**config.mk**
```make
export PLATFORM = sky130hd
export DESIGN_NAME = fifo_unpacker_flat
export DESIGN_NICKNAME = d
export VERILOG_FILES = /design/src/rtl/fifo_unpacker_if.sv /design/src/rtl/fifo_unpacker.sv /design/src/flat_wrapper.sv
export SDC_FILE = /design/constraint.sdc
export NUM_CORES = 1
export LEC_CHECK = 0
export CAP_MARGIN = 20
export CORE_MARGIN = 4
export CORE_UTILIZATION = 50
export CTS_CLUSTER_DIAMETER = 50
export DETAILED_ROUTE_END_ITERATION = 8
export PLACE_DENSITY = 0.8
export SETUP_SLACK_MARGIN = 0.5
export SLEW_MARGIN = 20
export SYNTH_ARGS = -nofsm -noshare
export SYNTH_HDL_FRONTEND = slang
export SYNTH_SLANG_ARGS = --single-unit
export TNS_END_PERCENT = 5
```
**constraint.sdc**
```tcl
create_clock -name CLK -period 2.3 [get_ports CLK]
set_clock_uncertainty 0.2 [all_clocks]
set_input_delay 0.46 -clock CLK [delete_from_list [all_inputs] [get_ports CLK]]
set_output_delay 0.46 -clock CLK [all_outputs]
set_load 0.05 [all_outputs]
```
**src/rtl/fifo_unpacker_if.sv**
```systemverilog
// rtl/fifo_unpacker_if.sv - FIFO drain side and beat stream of the unpacker
interface fifo_unpacker_if #(
    parameter int DW = 64,
    parameter int OW = 8
);
    logic          fifo_empty;
    logic [DW-1:0] data_pop;
    logic          fifo_pop;
    logic          out_valid;
    logic [OW-1:0] out_data;
    logic          out_last;
    logic          out_ready;

    modport master (
        input  fifo_empty,
        input  data_pop,
        input  out_ready,
        output fifo_pop,
        output out_valid,
        output out_data,
        output out_last
    );

    modport slave (
        output fifo_empty,
        output data_pop,
        output out_ready,
        input  fifo_pop,
        input  out_valid,
        input  out_data,
        input  out_last
    );
endinterface

```
**src/rtl/fifo_unpacker.sv**
```systemverilog
// rtl/fifo_unpacker.sv - pops DW-bit FIFO entries and streams them as OW-bit beats, LSB beat first
module fifo_unpacker #(
    parameter int DW = 64,
    parameter int OW = 8
) (
    input  logic             CLK,
    input  logic             RSTn,
    input  logic             flush,
    output logic             busy,
    fifo_unpacker_if.master  bus
);
    localparam int NB = DW / OW;
    localparam int CW = (NB > 1) ? $clog2(NB) : 1;

    typedef enum logic {
        IDLE = 1'b0,
        SEND = 1'b1
    } state_t;

    state_t        state;
    logic [DW-1:0] shreg;
    logic [CW-1:0] cnt;
    logic          last;
    logic          accept;
    logic          load;

    assign last   = (state == SEND) && (cnt == CW'(NB - 1));
    assign accept = (state == SEND) && bus.out_ready && !flush;

    // Reload on the last-beat handshake so consecutive entries leave no bubble.
    assign load = RSTn && !flush && !bus.fifo_empty &&
                  ((state == IDLE) || (bus.out_ready && last));

    assign bus.fifo_pop  = load;
    assign bus.out_valid = (state == SEND);
    assign bus.out_data  = shreg[OW-1:0];
    assign bus.out_last  = last;
    assign busy          = (state == SEND);

    always_ff @(posedge CLK) begin
        if (!RSTn) begin
            state <= IDLE;
            shreg <= '0;
            cnt   <= '0;
        end else if (flush) begin
            state <= IDLE;
            cnt   <= '0;
        end else if (load) begin
            shreg <= bus.data_pop;
            cnt   <= '0;
            state <= SEND;
        end else if (accept) begin
            if (last) begin
                state <= IDLE;
            end else begin
                shreg <= shreg >> OW;
                cnt   <= cnt + CW'(1);
            end
        end
    end
endmodule

```
**src/flat_wrapper.sv**
```systemverilog
// flat-port wrapper written by rule: the top's interface ports become plain ports
module fifo_unpacker_flat 
#(
    parameter int DW = 64,
    parameter int OW = 8
)
  (CLK, RSTn, flush, busy, bus_fifo_empty, bus_data_pop, bus_out_ready, bus_fifo_pop, bus_out_valid, bus_out_data, bus_out_last);
  fifo_unpacker_if #(.DW(DW), .OW(OW)) bus_i ();
  input  logic CLK;
  input  logic RSTn;
  input  logic flush;
  output logic busy;
  input wire logic [$bits(bus_i.fifo_empty)-1:0] bus_fifo_empty;
  input wire logic [$bits(bus_i.data_pop)-1:0] bus_data_pop;
  input wire logic [$bits(bus_i.out_ready)-1:0] bus_out_ready;
  output wire logic [$bits(bus_i.fifo_pop)-1:0] bus_fifo_pop;
  output wire logic [$bits(bus_i.out_valid)-1:0] bus_out_valid;
  output wire logic [$bits(bus_i.out_data)-1:0] bus_out_data;
  output wire logic [$bits(bus_i.out_last)-1:0] bus_out_last;
  assign bus_i.fifo_empty = bus_fifo_empty;
  assign bus_i.data_pop = bus_data_pop;
  assign bus_i.out_ready = bus_out_ready;
  assign bus_fifo_pop = bus_i.fifo_pop;
  assign bus_out_valid = bus_i.out_valid;
  assign bus_out_data = bus_i.out_data;
  assign bus_out_last = bus_i.out_last;
  fifo_unpacker #(.DW(DW), .OW(OW)) u_core (.CLK(CLK), .RSTn(RSTn), .flush(flush), .busy(busy), .bus(bus_i));
endmodule
```
# Word-level counts from Yosys, hierarchy flattened
# Index checks and enable logic that the tools add are counted.
[word_totals]
ff_bits = 68
word_cells = 33
[op_classes]
eq_ne = 2
bitwise_logic = 4
n_addsub = 1
muxes = 6
reduce_logical = 17
[op_table]
columns = ["cell", "count"]
rows = [
  ["two-way mux 64 bit", 3],
  ["logical AND 1 bit", 7],
  ["NOT 1 bit", 4],
  ["AND reduction 2 bit", 2],
  ["nonzero test 2 bit", 2],
  ["adder 3 x 1 -> 3 bit (second input constant)", 1],
  ["equality test 3 bit (second input constant)", 1],
  ["two-way mux 1 bit", 3],
  ["AND reduction 3 bit", 1],
  ["OR reduction 3 bit", 1],
  ["logical NOT 1 bit", 2],
  ["inequality test 2 bit (second input constant)", 1],
  ["OR reduction 2 bit", 1],
  ["logical OR 1 bit", 1],
]

# Logic depth before layout (Yosys ltp)
[logic_depth]
depth_word = 7
ltp_mapped = 8

# Least setup slack after synthesis
# Ideal clock, no wire load.
[synth_timing]
path_kind = "reg2out"
start = "register u_core.state (netlist: u_core.bus.out_valid)"
end = "output bus_fifo_pop"
t_arrival_ps = 1699
path_stages_with_launch = 6
slack_ps = -59
required_time_ps = 1640
cell_sequence = "dfxtp_1 > a21bo_2 > buf_2 > nand2_2 > clkbuf_1 > inv_1"
[synth_between]
elab_chain_len = 4
word_cells_on_any_way = 5
cone_classes = "bitwise (1); reduce/logical (4)"
[synth_rtl]
columns = ["element", "line_no", "source"]
rows = [
  ["from (decl)", "fifo_unpacker.sv:20", "state_t state;"],
  ["from (signal assigned)", "fifo_unpacker.sv:42", "state <= IDLE;"],
  ["from (signal assigned)", "fifo_unpacker.sv:46", "state <= IDLE;"],
  ["from (signal assigned)", "fifo_unpacker.sv:51", "state <= SEND;"],
  ["logical AND 1 bit", "fifo_unpacker.sv:27", "assign last = (state == SEND) && (cnt == CW'(NB - 1));"],
  ["logical AND 1 bit", "fifo_unpacker.sv:32", "((state == IDLE) || (bus.out_ready && last));"],
  ["logical OR 1 bit *", "fifo_unpacker.sv:32", ""],
  ["logical AND 1 bit *", "fifo_unpacker.sv:31", "assign load = RSTn && !flush && !bus.fifo_empty &&"],
  ["to (decl)", "flat_wrapper.sv:16", "output wire logic [$bits(bus_i.fifo_pop)-1:0] bus_fifo_pop;"],
]
# Mark *: on every way between the ends. The rest lies on a longest branch, timed or not.

# Final worst setup path
[layout_timing]
start = "register u_core.cnt[0]"
end = "output bus_fifo_pop"
[layout_between]
elab_chain_len = 5
[layout_rtl]
columns = ["element", "line_no", "source"]
rows = [
  ["from (decl)", "fifo_unpacker.sv:22", "logic [CW-1:0] cnt;"],
  ["from (signal assigned)", "fifo_unpacker.sv:57", "cnt <= cnt + CW'(1);"],
  ["equality test 3 bit", "fifo_unpacker.sv:27", ""],
  ["logical AND 1 bit", "fifo_unpacker.sv:27", ""],
  ["logical AND 1 bit", "fifo_unpacker.sv:32", ""],
  ["logical OR 1 bit", "fifo_unpacker.sv:32", ""],
  ["logical AND 1 bit", "fifo_unpacker.sv:31", ""],
]
# No other way between the ends.

==> impl_results.md <==
- GRT Total Usage: between 20% and 30%
- Outcome: complete, no violations
- First-pass GRT wire length: 14,900 um
- Reg-to-reg setup timing slack: around 0.23 ns
- Seq cells post-synth: 68
- Relative slew slack: 49.4%
- Clock Latency Late Sink: 0.34 ns
- # port buffers: 80
- Remaining antenna violation count: 0
- Most frequent cells in the layout: nand2_1, clkdlybuf4s50_1, dfxtp_1
- Die area: approximately 8500 um2
- Ant. Diodes: 0
- Area growth syn-to-layout: 33.0%
- Largest area contributor in the synthesized netlist: dfxtp_1
- Max Root-Sink Buffers: 2
- TritonCTS clock tree: yes
- Worst vdd ir: 0.316 mV
- Hold Crit Depth: 2
- CP Capture Type: primary output
- TritonCTS buffer count: 9
- Initial antenna violation count: 0
- Cell Pwr Density: roughly 630 nW/um2
- Fmax: about 0.47 GHz
- Max-slew violation count: 0
- Via count: between 3,000 and 4,000
- Starting density of the core: between 50% and 60%
- Max Cap Viol: 0
- Most common cell after layout, fill and taps aside: nand2_1
- DR iter-0 viols: roughly 270
- Unrepaired setup endpoints after global routing: yes
- Post-synth cell types: 27
- Synth Warn #: 0
- Final min period: 2.14 ns
- Critical Path Source Type: register
- Seq/Total Area, Yosys: approximately 39%
- Area contributors post-synth: dfxtp_1, o31ai_2, nand2_1, a31oi_1, buf_6
- Pre-antenna DRT Iters: 5
- Pin count of the biggest net entering global routing: 52
- Die Width: around 92 um
- Grt ovf: 0
- CP dominant cell by count: ha_4
- Critical Path AT: 1.48 ns
- GP Congestion: 0.803
- Final Net Count: 521
- Slowest Stage Delay on Critical Path: 0.34 ns
- Cells after Synth: about 390
- CP Max Fanout: 2
- Core Box Area: roughly 6800 um2
- Layout cell share with drive strength beyond 1: 25.1%
- Post-Route WL: 9110 um
- Worst reg-to-reg path cell count: 8
- Hold_ws: approximately 0.27 ns
- Die height: roughly 92 um
- Synth top area share: 38.6%
- Final worst-path cycle share: between 90% and 100%
- Critical path depth: 6
- CP Capture Point: bus_fifo_pop
- Syn nets: between 400 and 500
- Clk slew on worst S/H paths: about 0.070 ns
- Crit path cell chain: ha_4 -> ha_4 -> a21bo_4 -> nand2_4 -> inv_12 -> buf_12
- HP Class: reg2reg
- Crit path from: u_core.cnt[0]$_SDFFE_PP0P_
- # DRC: 0
- Final setup vio count: 0
- Synthesized cell area: about 3500 um2
- Vias in the first global route: 3,068
- CP required: around 1.6 ns
- DR vias/cell: about 5.8
- Root buf cell: clkbuf_8
- Num ports: 81
- WP buf/inv: 2
- Clock sink total: 68
- RR Endpoint: u_core.shreg[30]$_SDFFE_PN0P_
- Crit Path Class: reg2out
- Site Rows: 30
- HP Start: u_core.shreg[30]$_SDFFE_PN0P_
- Drt wl/cell: 16.5 um
- H-tree Lvls: 3
- Slew @ Worst Pin: 0.759 ns
- Hold-fix buffer count after cts: 0
- Pleak: 1.60 nW
- Crit path max-delay family: flip-flops
- HPWL Detailed: 5820 um
- Slowest-stage cell, CP: dfxtp_2
- Mean post-synth cell area: 9.08 um2
- Worst r2r src: u_core.cnt[0]$_SDFFE_PP0P_
- TNS Setup: 0 ns
- Final hold vios: 0
-- synth_stat cells, drive strengths merged --
cell and instances:
or3b 1, o21bai 1, a21boi 9, and4bb 1
nand2b 1, a31oi 56, xnor2 1, ha 2
inv 1, buf 47, nand2 117, a21bo 1
and2 1, nor2 1, clkbuf 4, nand4bb 1
o31ai 56, dfxtp 68, o211ai 8, nor3b 1
a21oi 3, nand3 8
-- stage by stage --
stage | worst slack (ns) | util (%) | instances | cell area [um2] | total power, W
after floorplan | 0.440 | - | 389 | 3600 | 0.00155
after global placement | 0.0550 | 64.4 | 530 | 4400 | 0.00173
after detailed placement | 0.0193 | 64.4 | 530 | 4400 | 0.00174
after CTS | 0.143 | 68.5 | 550 | 4680 | 0.00299
after global routing | 0.115 | 68.7 | 551 | 4690 | 0.00308
final | 0.157 | 68.7 | 551 | 4690 | 0.00297
-- timing repair --
item                                    in CTS  in global routing
setup buffers                                4                  1
endpoints found under the setup margin      77                 78
gates resized for setup                     13                  2
pin swaps                                    1                  0
hold endpoints to repair                     0                  0
-- power by group --
group	switching (W)	internal (W)	total (W)
sequential	0.0000323	0.00123	0.00127
clock	0.000470	0.000783	0.00125
combinational	0.000225	0.000222	0.000447
total	0.000727	0.00224	0.00297
-- flip-flops by register name (all words and copies together), names as in the netlist --
signal	flops
u_core.shreg	64
u_core.cnt	3
u_core.bus.out_valid	1
-- cell type report --
type	instances	area, um2
Fill cell	549	2140
Clock buffer	11	151
Multi-Input combinational cell	269	1880
Clock inverter	5	106
Tap cell	96	120
Inverter	1	16.3
Timing Repair Buffer	101	1050
Sequential cell	68	1370
-- worst register-to-register path: stages, from the launching register on --
cell      delay, ns
dfxtp_2        0.34
ha_4           0.16
ha_4           0.16
buf_4          0.14
buf_4          0.15
and4bb_2       0.36
buf_12         0.21
nand2_1        0.13
a31oi_1        0.17
-- worst min-delay path by stage --
stage / end
floorplan: u_core.shreg[31]$_SDFFE_PN0P_
global placement: u_core.shreg[22]$_SDFFE_PN0P_
detailed placement: u_core.shreg[60]$_SDFFE_PN0P_
CTS: u_core.shreg[60]$_SDFFE_PN0P_
global route: u_core.shreg[16]$_SDFFE_PN0P_
finish: u_core.shreg[30]$_SDFFE_PN0P_
-- kinds of logic (layout without fill, tap and decap cells) --
group,count (synthesis),count (layout),share of synthesized area [%]
and+or+nand+nor,132,132,15.6
adders and majority gates,2,2,0.709
AOI/OAI and AO/OA,134,134,34.9
buffers and inverters,52,118,10.1
xor gates and xnor gates,1,1,0.248
DFF,68,68,38.6
-- routing by layer --
layer	part of all wire, %	track usage [%]	vias to the layer above
li1	-	-	1519
met1	44	30.1	1530
met2	48	34.2	129
met3	6.6	4.76	10
met4	1.3	6.68	0
met5	0	0	-
(Power assumes the default switching activity.)
